`src/rtl/uart_tx_drain_if.sv`:
```
// FIFO-side handshake between an upstream FIFO and the UART transmitter
// that drains it; master is the draining transmitter, slave is the FIFO.
interface uart_tx_drain_if #(
    parameter int DBIT = 8
);
    logic            fifo_empty;
    logic [DBIT-1:0] fifo_data;
    logic            fifo_rd;

    modport master (
        input  fifo_empty,
        input  fifo_data,
        output fifo_rd
    );

    modport slave (
        output fifo_empty,
        output fifo_data,
        input  fifo_rd
    );
endinterface

```
`src/rtl/uart_tx_drain.sv`:
```
// UART transmitter that pops words from an upstream FIFO and serialises them
// LSB first (start, DBIT data, stop) with a 16x oversampled baud divider.
module uart_tx_drain #(
    parameter int DBIT    = 8,
    parameter int SB_TICK = 16,
    parameter int DVSR    = 163,
    parameter int DVSR_W  = 8
) (
    input  logic            clk,
    input  logic            rst,
    uart_tx_drain_if.master fifo,
    output logic            tx,
    output logic            tx_busy
);

    localparam int S_W = (SB_TICK > 16) ? $clog2(SB_TICK) : 4;
    localparam int N_W = (DBIT > 1) ? $clog2(DBIT) : 1;

    typedef enum logic [1:0] {
        IDLE  = 2'd0,
        START = 2'd1,
        DATA  = 2'd2,
        STOP  = 2'd3
    } state_t;

    state_t            state_r;
    logic [DVSR_W-1:0] div_r;
    logic [S_W-1:0]    s_r;
    logic [N_W-1:0]    n_r;
    logic [DBIT-1:0]   b_r;
    logic              tx_r;
    logic              busy_r;

    logic              tick_s;
    logic              pop_s;
    logic [DBIT-1:0]   b_shift_s;

    // Baud tick, pop strobe (masked while reset is held) and next shift value.
    always_comb begin
        tick_s    = (div_r == DVSR_W'(DVSR - 1));
        b_shift_s = b_r >> 1;
        if ((state_r == IDLE) && !fifo.fifo_empty && !rst) begin
            pop_s = 1'b1;
        end else begin
            pop_s = 1'b0;
        end
    end

    assign fifo.fifo_rd = pop_s;
    assign tx           = tx_r;
    assign tx_busy      = busy_r;

    // Frame FSM; tx and tx_busy are loaded with the value of the state being entered.
    always_ff @(posedge clk or posedge rst) begin
        if (rst) begin
            state_r <= IDLE;
            div_r   <= '0;
            s_r     <= '0;
            n_r     <= '0;
            b_r     <= '0;
            tx_r    <= 1'b1;
            busy_r  <= 1'b0;
        end else begin
            case (state_r)
                IDLE: begin
                    div_r <= '0;
                    if (pop_s) begin
                        b_r     <= fifo.fifo_data;
                        s_r     <= '0;
                        state_r <= START;
                        tx_r    <= 1'b0;
                        busy_r  <= 1'b1;
                    end else begin
                        tx_r   <= 1'b1;
                        busy_r <= 1'b0;
                    end
                end
                START: begin
                    div_r <= tick_s ? '0 : div_r + DVSR_W'(1);
                    if (tick_s) begin
                        if (s_r == S_W'(15)) begin
                            s_r     <= '0;
                            n_r     <= '0;
                            state_r <= DATA;
                            tx_r    <= b_r[0];
                        end else begin
                            s_r <= s_r + S_W'(1);
                        end
                    end else begin
                        s_r <= s_r;
                    end
                end
                DATA: begin
                    div_r <= tick_s ? '0 : div_r + DVSR_W'(1);
                    if (tick_s) begin
                        if (s_r == S_W'(15)) begin
                            s_r <= '0;
                            b_r <= b_shift_s;
                            if (n_r == N_W'(DBIT - 1)) begin
                                state_r <= STOP;
                                tx_r    <= 1'b1;
                            end else begin
                                n_r  <= n_r + N_W'(1);
                                tx_r <= b_shift_s[0];
                            end
                        end else begin
                            s_r <= s_r + S_W'(1);
                        end
                    end else begin
                        s_r <= s_r;
                    end
                end
                STOP: begin
                    div_r <= tick_s ? '0 : div_r + DVSR_W'(1);
                    if (tick_s) begin
                        if (s_r == S_W'(SB_TICK - 1)) begin
                            s_r     <= '0;
                            state_r <= IDLE;
                            tx_r    <= 1'b1;
                            busy_r  <= 1'b0;
                        end else begin
                            s_r <= s_r + S_W'(1);
                        end
                    end else begin
                        s_r <= s_r;
                    end
                end
                default: begin
                    state_r <= IDLE;
                    div_r   <= '0;
                    s_r     <= '0;
                    n_r     <= '0;
                    tx_r    <= 1'b1;
                    busy_r  <= 1'b0;
                end
            endcase
        end
    end

endmodule

```
`src/flat_wrapper.sv`:
```
// flat-port wrapper written by rule: the top's interface ports become plain ports
module uart_tx_drain_flat 
#(
    parameter int DBIT    = 8,
    parameter int SB_TICK = 16,
    parameter int DVSR    = 163,
    parameter int DVSR_W  = 8
)
  (clk, rst, tx, tx_busy, fifo_fifo_empty, fifo_fifo_data, fifo_fifo_rd);
  uart_tx_drain_if #(.DBIT(DBIT)) fifo_i ();
  input  logic clk;
  input  logic rst;
  output logic tx;
  output logic tx_busy;
  input wire logic [$bits(fifo_i.fifo_empty)-1:0] fifo_fifo_empty;
  input wire logic [$bits(fifo_i.fifo_data)-1:0] fifo_fifo_data;
  output wire logic [$bits(fifo_i.fifo_rd)-1:0] fifo_fifo_rd;
  assign fifo_i.fifo_empty = fifo_fifo_empty;
  assign fifo_i.fifo_data = fifo_fifo_data;
  assign fifo_fifo_rd = fifo_i.fifo_rd;
  uart_tx_drain #(.DBIT(DBIT), .SB_TICK(SB_TICK), .DVSR(DVSR), .DVSR_W(DVSR_W)) u_core (.clk(clk), .rst(rst), .fifo(fifo_i), .tx(tx), .tx_busy(tx_busy));
endmodule
```
`config.mk`:
```
export PLATFORM = sky130hd
export DESIGN_NAME = uart_tx_drain_flat
export DESIGN_NICKNAME = d
export VERILOG_FILES = /design/src/rtl/uart_tx_drain_if.sv /design/src/rtl/uart_tx_drain.sv /design/src/flat_wrapper.sv
export SDC_FILE = /design/constraint.sdc
export NUM_CORES = 1
export LEC_CHECK = 0
export CAP_MARGIN = 20
export CELL_PAD_IN_SITES_DETAIL_PLACEMENT = 0
export CELL_PAD_IN_SITES_GLOBAL_PLACEMENT = 1
export CORE_MARGIN = 3
export CORE_UTILIZATION = 45
export CTS_CLUSTER_DIAMETER = 50
export DETAILED_ROUTE_END_ITERATION = 16
export PLACE_DENSITY_LB_ADDON = 0.08
export SYNTH_ARGS = -nofsm -noshare
export SYNTH_HDL_FRONTEND = slang
export SYNTH_SLANG_ARGS = --single-unit
```
`constraint.sdc`:
```
create_clock -name clk -period 2.45 [get_ports clk]
set_input_delay 0.49 -clock clk [delete_from_list [all_inputs] [get_ports clk]]
set_output_delay 0.49 -clock clk [all_outputs]
set_load 0.02 [all_outputs]
```
==> metrics.txt, run 1 <==
GRT Total Usage=between 10 and 15%; EDFF count, synth=0; RSZ-0062 raised after global routing=false; Yosys reg bits=27; Initial Utilization=48.85%; Mapped Area=1540 um^2; post-synth top area share=between 40% and 50%; Port Buffer Count=13; Max H-tree Level=1; Post-Syn Area per Cell=around 12 um^2; area taken by multi-input logic gates=829.5 um^2; Synth warnings=0; GR Overflow Total=0; ANT nets after route=0; f_max=~430 MHz; row cnt=20; DIE WIDTH=64.51 um; global-route wire length before repair=4.740 mm; Synth area leader=dfrtp_1; # fillers=288; Max VDD drop=0.2289 mV; min Tclk post-route=2337 ps; crit start category=input port; Vias=between 1,000 and 1,500; Leak=between 0.8 and 0.9 nW; CTS tree=done; vias in the first global route=1,022; Tcrit/Tclk final=a little over nine tenths; ys async rst share=100.0%; post_cts resized=0; clock root buffer=clkbuf_4; setup TNS=0 ps; synth top area cells=dfrtp_1, ha_1, mux2_4; Setup crit end kind=output port; ys flop type=dfrtp_1; register area=676.9 um^2; Hold Crit Class=input port to async pin; fin. max-slew vios=0; largest net degree at the start of global routing=16; DP Area=1748 um^2; worst reg-to-reg path cell count=6; Slew HR=between 70% and 80%; DRT iter0 DRCs=38; Crit Path Category=input port to output port; initial antenna violation count=0; nets=about 170; slowest stage delay, CP=600 ps; maximum fanout along the worst path=3; Via density=5.354; Final Hold Violating Endpoints=0; core area=approximately 3200 um^2; clock sinks=27; layout cells sized above 1=19.21%; Net Count, Synth=154; DR pass1 iterations=4; register area share after synthesis=43.95%; status=complete, no violations; max-capacitance violation count=0; pwr/cell area=382.7 nW/um^2; die area=4161 um^2; Critical Path AT=approximately 1900 ps; Inserted Diodes=0; die height=between 60 and 70 um; most numerous cell on the critical path=clkdlybuf4s50_1; WL final=2.757 mm; worst slew pin tran=443.7 ps; setup slack after layout=113.0 ps; drt wl/cell=14.14 um; clock skew=between 10 and 15 ps; CP required=1960 ps; Worst-path clk slew=150 ps; DRC Markers=0; dpl ws=115.4 ps; io pins=14; hpwl dp=2.067 mm; fin area=1775 um^2; Setup violations, final=0; clock insertion delay at the later pin of the skew report=between 300 and 400 ps; post-CTS setup buffer count=0; post-synthesis cell type count=41; Synth Instances=~130; fin util=about 56%; hold_buf cts=0; CP max stage cell=clkdlybuf4s50_1; RePlAce Congestion=0.7936; CP Cell Sequence=clkdlybuf4s50_1 > nor2_1 > and2_1 > clkdlybuf4s50_1; CTS buffer count=3; clk buf depth=2; Area Overhead vs Synth=15.27%
[stage by stage]
step | cells | power, mW | hold slack (ps)
global placement | 191 | 0.4885 | 484.7
CTS | 195 | 0.6871 | 489.1
global route | 195 | 0.7070 | 491.0
detailed placement | 191 | 0.4895 | 477.0
finish | 195 | 0.6794 | 471.9
floorplan | 133 | 0.4668 | 460.3
[critical path: cells and delay by family]
| kind | cells | cell delay (ps) |
|---|---|---|
| buffers and inverters | 2 | 1050 |
| AND/OR/NAND/NOR | 2 | 310 |
[worst paths after layout]
kind                            slack [ps]                            end                       from
worst max-delay path                   110                   fifo_fifo_rd                        rst
worst min-delay path                   470     u_core.tx_busy$_DFFE_PP0P_                        rst
worst max register to register         390  u_core.state_r[1]$_DFFE_PP0P_  u_core.div_r[0]$_DFF_PP0_
worst min register to register         520      u_core.b_r[7]$_DFFE_PP0P_  u_core.b_r[7]$_DFFE_PP0P_
max in group asynchronous             1490      u_core.b_r[0]$_DFFE_PP0P_                        rst
min in group clk                       520      u_core.b_r[7]$_DFFE_PP0P_  u_core.b_r[7]$_DFFE_PP0P_
[cells in the mapped netlist, types with 2 or more instances]
| cell type | number |
|---|---|
| a22oi_1 | 2 |
| a21oi_1 | 2 |
| o2bb2ai_1 | 2 |
| mux2_2 | 7 |
| and3_1 | 3 |
| nand2_1 | 3 |
| mux2i_1 | 3 |
| a2111oi_0 | 2 |
| dfrtp_1 | 26 |
| nor2_1 | 14 |
| mux2_4 | 7 |
| nor2b_1 | 3 |
| o22ai_1 | 2 |
| mux2_1 | 2 |
| xor2_1 | 6 |
| ha_1 | 10 |
| inv_1 | 5 |
| clkbuf_1 | 4 |
| nand3_1 | 7 |
| nand2b_1 | 2 |
[power by group]
group          internal (mW)  total [mW]  switching (mW)
clock                 0.0615       0.199           0.138
sequential             0.446       0.446               0
combinational         0.0206      0.0345          0.0139
[cell type report]
cell class                 instances  area share [%]
multi-input combinational         97           46.72
tap                               44           3.101
timing repair buffer              18           9.443
clock buffer                       3           1.269
clock inverter                     1          0.2819
inverter                           5           1.057
sequential                        27           38.13
[state kept, by name, indices dropped and copies added (netlist names)]
| name | flops |
|---|---|
| u_core.b_r | 8 |
| u_core.div_r | 8 |
| u_core.s_r | 4 |
| u_core.n_r | 3 |
| u_core.state_r | 2 |
| u_core.tx | 1 |
| u_core.tx_busy | 1 |
[cell families after synthesis]
| group | count (synthesis) | share of synthesized area [%] |
|---|---|---|
| simple gates | 41 | 15.52 |
| flops | 27 | 43.95 |
| compound gates | 20 | 10.89 |
| mux | 19 | 15.35 |
| fa+ha+maj | 10 | 8.123 |
| buf+inv | 9 | 2.193 |
| xor+xnor | 7 | 3.981 |
[layout by cell type (no fill, tap or decap), types with 3 or more instances in the layout]
cell type | Yosys | routed
nand3_1 | 7 | 7
dfrtp_1 | 26 | 26
mux2i_1 | 3 | 3
nor2b_1 | 3 | 3
clkdlybuf4s50_1 | 0 | 13
nand2_1 | 3 | 3
ha_1 | 10 | 10
xor2_1 | 6 | 6
mux2_4 | 7 | 7
buf_4 | 0 | 5
and3_1 | 3 | 3
inv_1 | 5 | 5
mux2_2 | 7 | 7
clkbuf_4 | 0 | 3
nor2_1 | 14 | 14
[per-layer routing]
| metal | routed length [um] | vias up | part of all wire, % | GRT usage (%) |
|---|---|---|---|---|
| met3 | 109 | 5 | 4.0 | 3.293 |
| met2 | 1159 | 21 | 42 | 21.39 |
| met5 | 0 | - | 0 | 0 |
| li1 | - | 516 | - | - |
| met4 | 46 | 0 | 1.7 | 5.541 |
| met1 | 1442 | 502 | 52 | 20.75 |
Power figures use the tool's default switching activity.
==> inputs of run 2 (changes only) <==
SKIP_LAST_GASP = 1   (was unset)
==> results of run 2 <==
Final layout, timing and power as in run 1 (identical DEF).
